<file path="config.mk">
export PLATFORM = sky130hd
export DESIGN_NAME = sqrt_core
export DESIGN_NICKNAME = d
export VERILOG_FILES = /design/src/rtl/fp16_pkg.sv /design/src/rtl/sqrt_core_step.sv /design/src/rtl/sqrt_core.sv
export SDC_FILE = /design/constraint.sdc
export NUM_CORES = 1
export LEC_CHECK = 0
export CORE_MARGIN = 2
export CORE_UTILIZATION = 50
export DETAILED_ROUTE_END_ITERATION = 16
export HOLD_SLACK_MARGIN = 0.12
export PLACE_DENSITY_LB_ADDON = 0.15
export SYNTH_ARGS = -nofsm -noshare
export SYNTH_HDL_FRONTEND = slang
export SYNTH_HIERARCHICAL = 1
export SYNTH_SLANG_ARGS = --single-unit
</file>
<file path="constraint.sdc">
create_clock -name clk -period 7.29 [get_ports clk]
set_input_delay 1.0935 -clock clk [delete_from_list [all_inputs] [get_ports clk]]
set_output_delay 1.0935 -clock clk [all_outputs]
set_load 0.1 [all_outputs]
</file>
<file path="src/rtl/fp16_pkg.sv">
// Shared FP16 square-root definitions: field widths, special encodings, FSM states
// and the radicand/exponent preparation used when an operand enters the root phase.
package fp16_pkg;

    localparam int unsigned EXP_W  = 5;
    localparam int unsigned MANT_W = 10;
    localparam int unsigned BIAS   = 15;
    localparam int unsigned ITER   = MANT_W + 2;   // root bits: 1 integer + 11 fraction
    localparam int unsigned SIG_W  = MANT_W + 1;   // significand incl. hidden bit
    localparam int unsigned RAD_W  = 2 * ITER;     // radicand, 22 fraction bits
    localparam int unsigned REM_W  = ITER + 2;     // partial remainder
    localparam int unsigned CNT_W  = 4;
    localparam int unsigned E_W    = 7;            // signed unbiased exponent

    localparam logic [15:0] QNAN_NEG = 16'hFE00;
    localparam logic [15:0] PINF     = 16'h7C00;

    typedef enum logic [1:0] {
        ST_IDLE,
        ST_NORM,
        ST_ROOT,
        ST_ROUND
    } state_t;

    typedef struct packed {
        logic [RAD_W-1:0] rad;
        logic [EXP_W-1:0] rexp;
    } prep_t;

    // Odd exponents fold one factor of two into the radicand so the halved exponent is exact.
    function automatic prep_t prep_radicand(input logic [SIG_W-1:0] sig, input logic [E_W-1:0] e);
        prep_t p;
        int    ei;
        ei = int'($signed(e));
        if (e[0]) begin
            p.rad = {sig, 13'b0};
            ei    = ei - 1;
        end else begin
            p.rad = {1'b0, sig, 12'b0};
        end
        p.rexp = EXP_W'(ei / 2 + int'(BIAS));
        return p;
    endfunction

endpackage

</file>
<file path="src/rtl/sqrt_core_step.sv">
// One restoring square-root iteration (combinational).
// Ports: rem/root  current partial remainder and root
//        rad2      next two radicand bits, MSB first
//        rem_c/root_c  updated remainder and root (one more root bit appended)
module sqrt_core_step
    import fp16_pkg::*;
(
    input  logic [REM_W-1:0] rem,
    input  logic [ITER-1:0]  root,
    input  logic [1:0]       rad2,
    output logic [REM_W-1:0] rem_c,
    output logic [ITER-1:0]  root_c
);

    localparam int unsigned TW = REM_W + 2;

    logic [TW-1:0] trial_c;
    logic [TW-1:0] sub_c;
    logic [TW-1:0] diff_c;

    // Try subtracting 4*root+1; keep the difference and emit a 1 when it does not go negative.
    // The true remainder never exceeds 2*root, so REM_W bits always hold it.
    always_comb begin
        trial_c = {rem, rad2};
        sub_c   = {2'b00, root, 2'b01};
        diff_c  = trial_c - sub_c;
        if (trial_c >= sub_c) begin
            rem_c  = REM_W'(diff_c);
            root_c = ITER'({root, 1'b1});
        end else begin
            rem_c  = REM_W'(trial_c);
            root_c = ITER'({root, 1'b0});
        end
    end

endmodule

</file>
<file path="src/rtl/sqrt_core.sv">
// FP16 square root core behind the special-value classifier.
// Specials resolve in one cycle; finite positives normalise (subnormals), take a
// 12-iteration restoring root and round to nearest-even.
// Ports: clk/rst (sync, active-high); s_valid + classifier flags + sign/exp/mant in;
//        busy, sticky overrun, res_valid strobe and held res_sign/res_exp/res_mant out.
module sqrt_core
    import fp16_pkg::*;
(
    input  logic              clk,
    input  logic              rst,
    input  logic              s_valid,
    input  logic              is_nan,
    input  logic              is_pinf,
    input  logic              is_ninf,
    input  logic              is_normal,
    input  logic              is_subnormal,
    input  logic              sign_in,
    input  logic [EXP_W-1:0]  exp_in,
    input  logic [MANT_W-1:0] mant_in,
    output logic              busy,
    output logic              overrun,
    output logic              res_valid,
    output logic              res_sign,
    output logic [EXP_W-1:0]  res_exp,
    output logic [MANT_W-1:0] res_mant
);

    state_t             state_q, state_d;
    logic [CNT_W-1:0]   cnt_q, cnt_d;
    logic [SIG_W-1:0]   sig_q, sig_d;
    logic [E_W-1:0]     e_q, e_d;
    logic [RAD_W-1:0]   rad_q, rad_d;
    logic [REM_W-1:0]   rem_q, rem_d;
    logic [ITER-1:0]    root_q, root_d;
    logic [EXP_W-1:0]   rexp_q, rexp_d;
    logic               busy_q, busy_d;
    logic               overrun_q, overrun_d;
    logic               res_valid_q, res_valid_d;
    logic               res_sign_q, res_sign_d;
    logic [EXP_W-1:0]   res_exp_q, res_exp_d;
    logic [MANT_W-1:0]  res_mant_q, res_mant_d;

    logic [REM_W-1:0]   step_rem_c;
    logic [ITER-1:0]    step_root_c;
    prep_t              prep_norm_c;
    prep_t              prep_sub_c;
    logic               round_inc_c;
    logic [ITER-1:0]    round_sum_c;

    sqrt_core_step u_step (
        .rem    (rem_q),
        .root   (root_q),
        .rad2   (rad_q[RAD_W-1 -: 2]),
        .rem_c  (step_rem_c),
        .root_c (step_root_c)
    );

    // Next-state, datapath and result logic
    always_comb begin
        state_d     = state_q;
        cnt_d       = cnt_q;
        sig_d       = sig_q;
        e_d         = e_q;
        rad_d       = rad_q;
        rem_d       = rem_q;
        root_d      = root_q;
        rexp_d      = rexp_q;
        overrun_d   = overrun_q;
        res_valid_d = 1'b0;
        res_sign_d  = res_sign_q;
        res_exp_d   = res_exp_q;
        res_mant_d  = res_mant_q;

        prep_norm_c = prep_radicand({1'b1, mant_in}, E_W'(int'(exp_in) - int'(BIAS)));
        prep_sub_c  = prep_radicand(sig_q, e_q);

        // RNE on {hidden, mant}; a carry into bit 11 means the root rounded up to 2.0
        round_inc_c = root_q[0] & ((|rem_q) | root_q[1]);
        round_sum_c = {1'b0, root_q[ITER-1:1]} + ITER'(round_inc_c);

        if (s_valid && (state_q != ST_IDLE)) begin
            overrun_d = 1'b1;
        end

        case (state_q)
            ST_IDLE: begin
                if (s_valid) begin
                    if (is_nan) begin
                        res_valid_d = 1'b1;
                        {res_sign_d, res_exp_d, res_mant_d} = {sign_in, exp_in, mant_in};
                    end else if (is_ninf) begin
                        res_valid_d = 1'b1;
                        {res_sign_d, res_exp_d, res_mant_d} = QNAN_NEG;
                    end else if (is_pinf) begin
                        res_valid_d = 1'b1;
                        {res_sign_d, res_exp_d, res_mant_d} = PINF;
                    end else if (is_subnormal) begin
                        sig_d   = {1'b0, mant_in};
                        e_d     = E_W'(1 - int'(BIAS));
                        state_d = ST_NORM;
                    end else if (is_normal) begin
                        rad_d   = prep_norm_c.rad;
                        rexp_d  = prep_norm_c.rexp;
                        rem_d   = '0;
                        root_d  = '0;
                        cnt_d   = CNT_W'(ITER - 1);
                        state_d = ST_ROOT;
                    end else begin
                        res_valid_d = 1'b1;
                        res_sign_d  = sign_in;
                        res_exp_d   = '0;
                        res_mant_d  = '0;
                    end
                end
            end
            ST_NORM: begin
                if (sig_q[SIG_W-1]) begin
                    rad_d   = prep_sub_c.rad;
                    rexp_d  = prep_sub_c.rexp;
                    rem_d   = '0;
                    root_d  = '0;
                    cnt_d   = CNT_W'(ITER - 1);
                    state_d = ST_ROOT;
                end else begin
                    sig_d = sig_q << 1;
                    e_d   = e_q - E_W'(1);
                end
            end
            ST_ROOT: begin
                rad_d  = rad_q << 2;
                rem_d  = step_rem_c;
                root_d = step_root_c;
                if (cnt_q == '0) begin
                    state_d = ST_ROUND;
                end else begin
                    cnt_d = cnt_q - CNT_W'(1);
                end
            end
            ST_ROUND: begin
                res_valid_d = 1'b1;
                res_sign_d  = 1'b0;
                res_mant_d  = round_sum_c[ITER-1] ? '0 : MANT_W'(round_sum_c);
                res_exp_d   = round_sum_c[ITER-1] ? (rexp_q + EXP_W'(1)) : rexp_q;
                state_d     = ST_IDLE;
            end
            default: begin
                state_d = ST_IDLE;
            end
        endcase

        busy_d = (state_d != ST_IDLE);
    end

    // State and datapath registers
    always_ff @(posedge clk) begin
        if (rst) begin
            state_q     <= ST_IDLE;
            cnt_q       <= '0;
            sig_q       <= '0;
            e_q         <= '0;
            rad_q       <= '0;
            rem_q       <= '0;
            root_q      <= '0;
            rexp_q      <= '0;
            busy_q      <= 1'b0;
            overrun_q   <= 1'b0;
            res_valid_q <= 1'b0;
            res_sign_q  <= 1'b0;
            res_exp_q   <= '0;
            res_mant_q  <= '0;
        end else begin
            state_q     <= state_d;
            cnt_q       <= cnt_d;
            sig_q       <= sig_d;
            e_q         <= e_d;
            rad_q       <= rad_d;
            rem_q       <= rem_d;
            root_q      <= root_d;
            rexp_q      <= rexp_d;
            busy_q      <= busy_d;
            overrun_q   <= overrun_d;
            res_valid_q <= res_valid_d;
            res_sign_q  <= res_sign_d;
            res_exp_q   <= res_exp_d;
            res_mant_q  <= res_mant_d;
        end
    end

    assign busy      = busy_q;
    assign overrun   = overrun_q;
    assign res_valid = res_valid_q;
    assign res_sign  = res_sign_q;
    assign res_exp   = res_exp_q;
    assign res_mant  = res_mant_q;

endmodule
</file>
* Yosys cells after proc, flatten, opt, wreduce, memory -nomap -nowiden
Index checks and enable logic that the tools add are counted.
W data, S select, Z words.
** Storage, ports and cells
- Input port bits :: 24
- Output and inout port bits :: 19
- Register bits after elaboration :: 98
- Word-level logic and storage cells :: 162
** Cells by class
- Add/subtract/negate cells :: 12
- Reduce and logical (&&, ||, !) cells :: 15
- Multiplexer cells :: 100
- Order comparisons :: 1
- Eq/ne operators :: 15
- Bitwise operators :: 4
** Operators by type and width (count)
- $mux W24 :: 9
- $mux W14 :: 8
- $mux W12 :: 7
- $pmux W24 S3 :: 1
- $mux W10 :: 7
- $mux W5 :: 14
- $mux W11 :: 6
- $mux W32 :: 2
- $mux W7 :: 6
- $pmux W14 S3 :: 1
- $pmux W12 S3 :: 1
- $mux W4 :: 8
- $pmux W11 S2 :: 1
- $ne A2 B2 Y1 const B :: 10
- $pmux W10 S2 :: 1
- $pmux W5 S2 :: 2
- $ge A16 B14 Y1 :: 1
- $mux W2 :: 8
- $reduce_and A8 Y1 :: 2
- $pmux W7 S2 :: 1
- $reduce_or A14 Y1 :: 1
- $sub A14 B14 Y14 :: 1
- $mux W1 :: 13
- $add A11 B1 Y12 :: 1
- 25 further kinds :: 35

* Logic depth before layout (Yosys ltp)
- Depth after elaboration :: 13
- Gate-level depth with buffers :: 11

* Cells and area by module
Netlist, hierarchy kept.
** By module, submodules not included
- sqrt_core :: times used 1, cells each 592, area an instance 4707.0 um^2
- sqrt_core_step :: times used 1, cells each 136, area an instance 1082.3 um^2

* Worst setup path after synthesis
No wires, ideal clock.
- Kind :: input to register
- Start :: input port is_ninf
- End :: register cnt_q[2]
- Stages :: 6
- Path slack :: 4488 ps
- Data required time :: 7220 ps
- Data arrival time :: 2731 ps
- Cell sequence :: nor4b_4 a31oi_2 or4_1 buf_2 or4_1 a21oi_1
** Between the ends
- Word-level cells in the longest chain between the ends :: 2
** Ends and longest elaborated chain
- start, declared :: RTL line sqrt_core.sv:14 : input logic is_ninf,
- $ne A2 B2 Y1 (no source line)
- $reduce_and A9 Y1 (no source line)
- end signal, assigned :: RTL line sqrt_core.sv:173 : cnt_q <= cnt_d;
- end, declared :: RTL line sqrt_core.sv:29 : logic [CNT_W-1:0] cnt_q, cnt_d;
No other way between the ends.
A chain may end at the register's enable or synchronous reset.

* Final worst setup path
- Start :: input port is_nan
- End :: register cnt_q[2]
** Between the ends
- Word-level cells in the longest chain between the ends :: 2
** Ends and longest elaborated chain
- start, declared :: RTL line sqrt_core.sv:12 : input logic is_nan,
- $ne A2 B2 Y1 (no source line)
- $reduce_and A9 Y1 (no source line)
No other way between the ends.

==> results.txt <==
----------------------------------------------------
[Run status]
  Run status ... finished clean

[Timing]
  Remaining max-slew budget at the tightest pin ... 34.2%
  Final max-slew violation count ... 0
  Worst-case hold slack ... 0.456 ns
  Maximum clock rate ... 307 MHz
  Actual transition at the worst max-transition pin ... 0.983 ns
  Final setup fails ... 0
  Fin. Hold Viols ... 0
  Final Critical Period ... 3.26 ns
  Tcrit/Tclk final ... 44.7%
  Setup repair after global routing missed its margin ... false
  Setup TNS ... 0 ns
  Setup skew after layout ... 0.00517 ns

[Clock tree]
  H-Tree Level Count ... 3
  Number of clock sinks ... 85
  Number of buffers added by the clock tree synthesis step ... 9
  Clock input transition at the sequential cells of the worst setup and hold paths ... 0.06 ns
  Clock tree from TritonCTS ... yes
  Insertion delay of the later-clocked pin in the worst-skew pair ... 0.34 ns
  Count of hold-fix buffers inserted at cts ... 0
  Gates resized, CTS repair ... 0
  Setup Buffers After CTS ... 0
  Root Driver ... clkbuf_16
  Clock tree buffer depth ... 2

[Yosys]
  Ranking of synthesized cells by area ... dfxtp_1 29%, ha_1 6.3%, a21oi_1 6.1%, nand2_1 4.3%, nor2_1 3.8%
  Number of standard cells after synthesis ... 728
  Number of distinct library cell variants in the gate-level netlist after synthesis ... 66
  Sequential area share after synthesis ... 29.4%
  Post-synthesis cell area ... 5790 sq um
  Ys Warns ... 6
  Most instantiated library cell after synthesis ... dfxtp_1
  Post-synthesis area per instance ... 7.95 sq um
  Most frequent cells after synthesis ... 85 x dfxtp_1, 70 x a21oi_1, 67 x nand2_1
  Number of synthesized register bits ... 85
  Number of nets in the synthesized netlist ... 781
  Synth area leader ... dfxtp_1
  Async S/R FF share, synth ... 0%
  Number of enable flip-flop cells after synthesis ... 0
  Prevailing post-synth register cell ... dfxtp_1
  Fraction of post-synthesis cell area in the top cell type by area ... 29.4%

[Detailed routing]
  DRT Pass-1 Iters ... 5
  Top layer in use ... met4
  Antenna Violating Nets Remaining ... 0
  Detail Route met2 WL ... 6540 um
  Total Wirelength ... 14600 um
  Routed wire per std cell ... 16.7 um
  Starting DRC count in detailed routing ... 430
  Avg Vias per Cell ... 6.00
  Detailed route wirelength on metal3 ... 750 um
  Post-route DRC ... 0
  DRT met1 WL ... 7110 um
  Vias post-DR ... 5254

[Setup path]
  Worst reg2reg path endpoint ... rem_q[4]
  FF-to-FF path depth ... 9
  Cell repeated most along the worst path ... or4_1
  Launching point of the worst reg2reg path ... root_q[3]
  Worst path required time ... 7.55 ns
  WP buf/inv ... 1
  Worst-path cell chain ... clkdlybuf4s50_1, nor4b_4, a31oi_2, or4_1, or4_1, a21oi_1
  CP startpoint ... is_nan
  Worst-path cell with the longest stage delay ... or4_1
  Delay of the slowest critical-path stage ... 0.61 ns
  Type of the setup path with the least slack ... in -> reg
  Worst setup EP type ... flop
  Critical path data arrival time ... 3.52 ns
  CP max FO ... 11
  Cell family with the largest share of critical-path delay ... simple AND/OR/NAND/NOR gates
  Worst reg2reg setup slack ... 4.44 ns
  Number of gates on the worst path with buffers counted ... 6
  Critical Path End ... cnt_q[2]
  Type of origin of the critical path ... primary input

[Global routing]
  Vias in the first global route ... 4870
  Antenna violations before repair ... 0
  Remaining global-route overflow ... 0
  All-Layer GR Usage ... 23.7%
  Global-route wire length before repair ... 24400 um
  Maximum number of pins on one net before global-route repair ... 89

[Final layout]
  # fillers ... 1091
  Area Growth Syn to Fin ... 11.5%
  N_diodes ... 0
  Share of layout cells above drive strength 1 ... 7.79%
  Net count, final ... 780
  Final std cell area, no fill ... 6450 sq um

[Placed design]
  Detail Placement HPWL ... 10300 um
  GP Congestion ... 0.844
  Count of buffers from port buffering ... 42
  Area post-placement ... 6150 sq um

[Die]
  Placeable core area ... 11400 sq um
  X dimension of the die ... 112 um
  Die Y-Extent ... 112 um
  Initial core utilization ... 50.9%
  Number of placement rows ... 39
  Die Footprint ... 12500 sq um
  Top Ports ... 43

[Flow run]
  Count of max-cap constraint violations ... 0

[Pwr]
  Static leakage power ... 2.36 nW
  Ratio of total power to cell area ... 277 nW/um^2
  Worst IR Drop VDD ... 0.000191 V

[Hold path]
  Hold Path Stages ... 2
  Worst min-delay path category ... reg -> reg

----------------------------------------------------
## power breakdown
group / internal [mW] / switching, mW
clock network: 0.300 / 0.183
registers: 0.526 / 0.0535
logic: 0.279 / 0.449
## registers in the layout (all words and copies together), names as in the netlist
register / cells
res_exp: 5
busy: 1
res_valid: 1
cnt_q: 4
root_q: 12
state_q: 2
res_sign: 1
e_q: 6
res_mant: 10
overrun: 1
rem_q: 14
sig_q: 11
rad_q: 12
rexp_q: 5
## cell type report
class | instances | area [sq um] | area share, %
multi-input cells | 549 | 3680 | 57.0
flip-flops and latches | 85 | 1700 | 26.4
repair buffers | 47 | 453 | 7.02
clock buffers | 12 | 236 | 3.66
well taps | 143 | 179 | 2.77
inverters | 35 | 131 | 2.04
clock inverters | 4 | 72.6 | 1.12
## kinds of logic after synthesis
| group | after synthesis | synth area share (%) |
|---|---|---|
| xor+xnor | 28 | 4.24 |
| flops | 85 | 29.4 |
| fa+ha+maj | 29 | 6.27 |
| simple gates | 265 | 22.9 |
| mux | 37 | 7.30 |
| compound gates | 190 | 22.8 |
| buf+inv | 94 | 7.11 |
## stage by stage
stage / util [%] / cells / worst slack [ns] / power [mW]
floorplan: - / 728 / 4.49 / 1.16
global placement: 54.1 / 859 / 3.79 / 1.30
detailed placement: 54.1 / 859 / 3.69 / 1.31
CTS: 56.8 / 875 / 4.04 / 1.80
global route: 56.8 / 875 / 3.78 / 1.89
finish: 56.8 / 875 / 4.03 / 1.79
## tightest hold or removal path: cells and delay by family, from the launching register on
family | cells | cell delay, ns
AO/OA/AOI/OAI | 1 | 0.05
AND/OR/NAND/NOR | 1 | 0.05
flip-flops | 1 | 0.31
## cells in the final DEF, fill, tap and decap left out, drive strengths merged, types with 3 or more instances in the layout
cell	instances
nor2b	5
a21oi	71
nand3b	16
a221oi	15
nor3	31
a21o	7
ha	29
nor2	58
and2	3
o21bai	3
nand3	38
mux2	21
clkbuf	12
a211o	10
o211ai	5
nand4	10
nor4	6
nand2	67
a31oi	5
xor2	9
and3	3
inv	34
o21a	5
buf	6
a211oi	17
o21ai	25
clkdlybuf4s50	41
nand2b	16
a311oi	12
mux2i	16
xnor2	19
dfxtp	85
## layer usage
layer	up-vias	track usage, %
li1	2620	-
met1	2480	34.7
met2	142	36.6
met3	12	3.76
met4	0	5.76
met5	-	0
## worst min-delay path by stage
stage / end / from
5_1_grt: rad_q[19] / rad_q[19]
3_5_place_dp: rad_q[15] / rad_q[15]
2_1_floorplan: rad_q[13] / rad_q[13]
4_1_cts: rad_q[15] / rad_q[15]
3_3_place_gp: rad_q[19] / rad_q[19]
6_report: rad_q[19] / rad_q[19]
No activity file was read; power rests on OpenSTA's default activity.
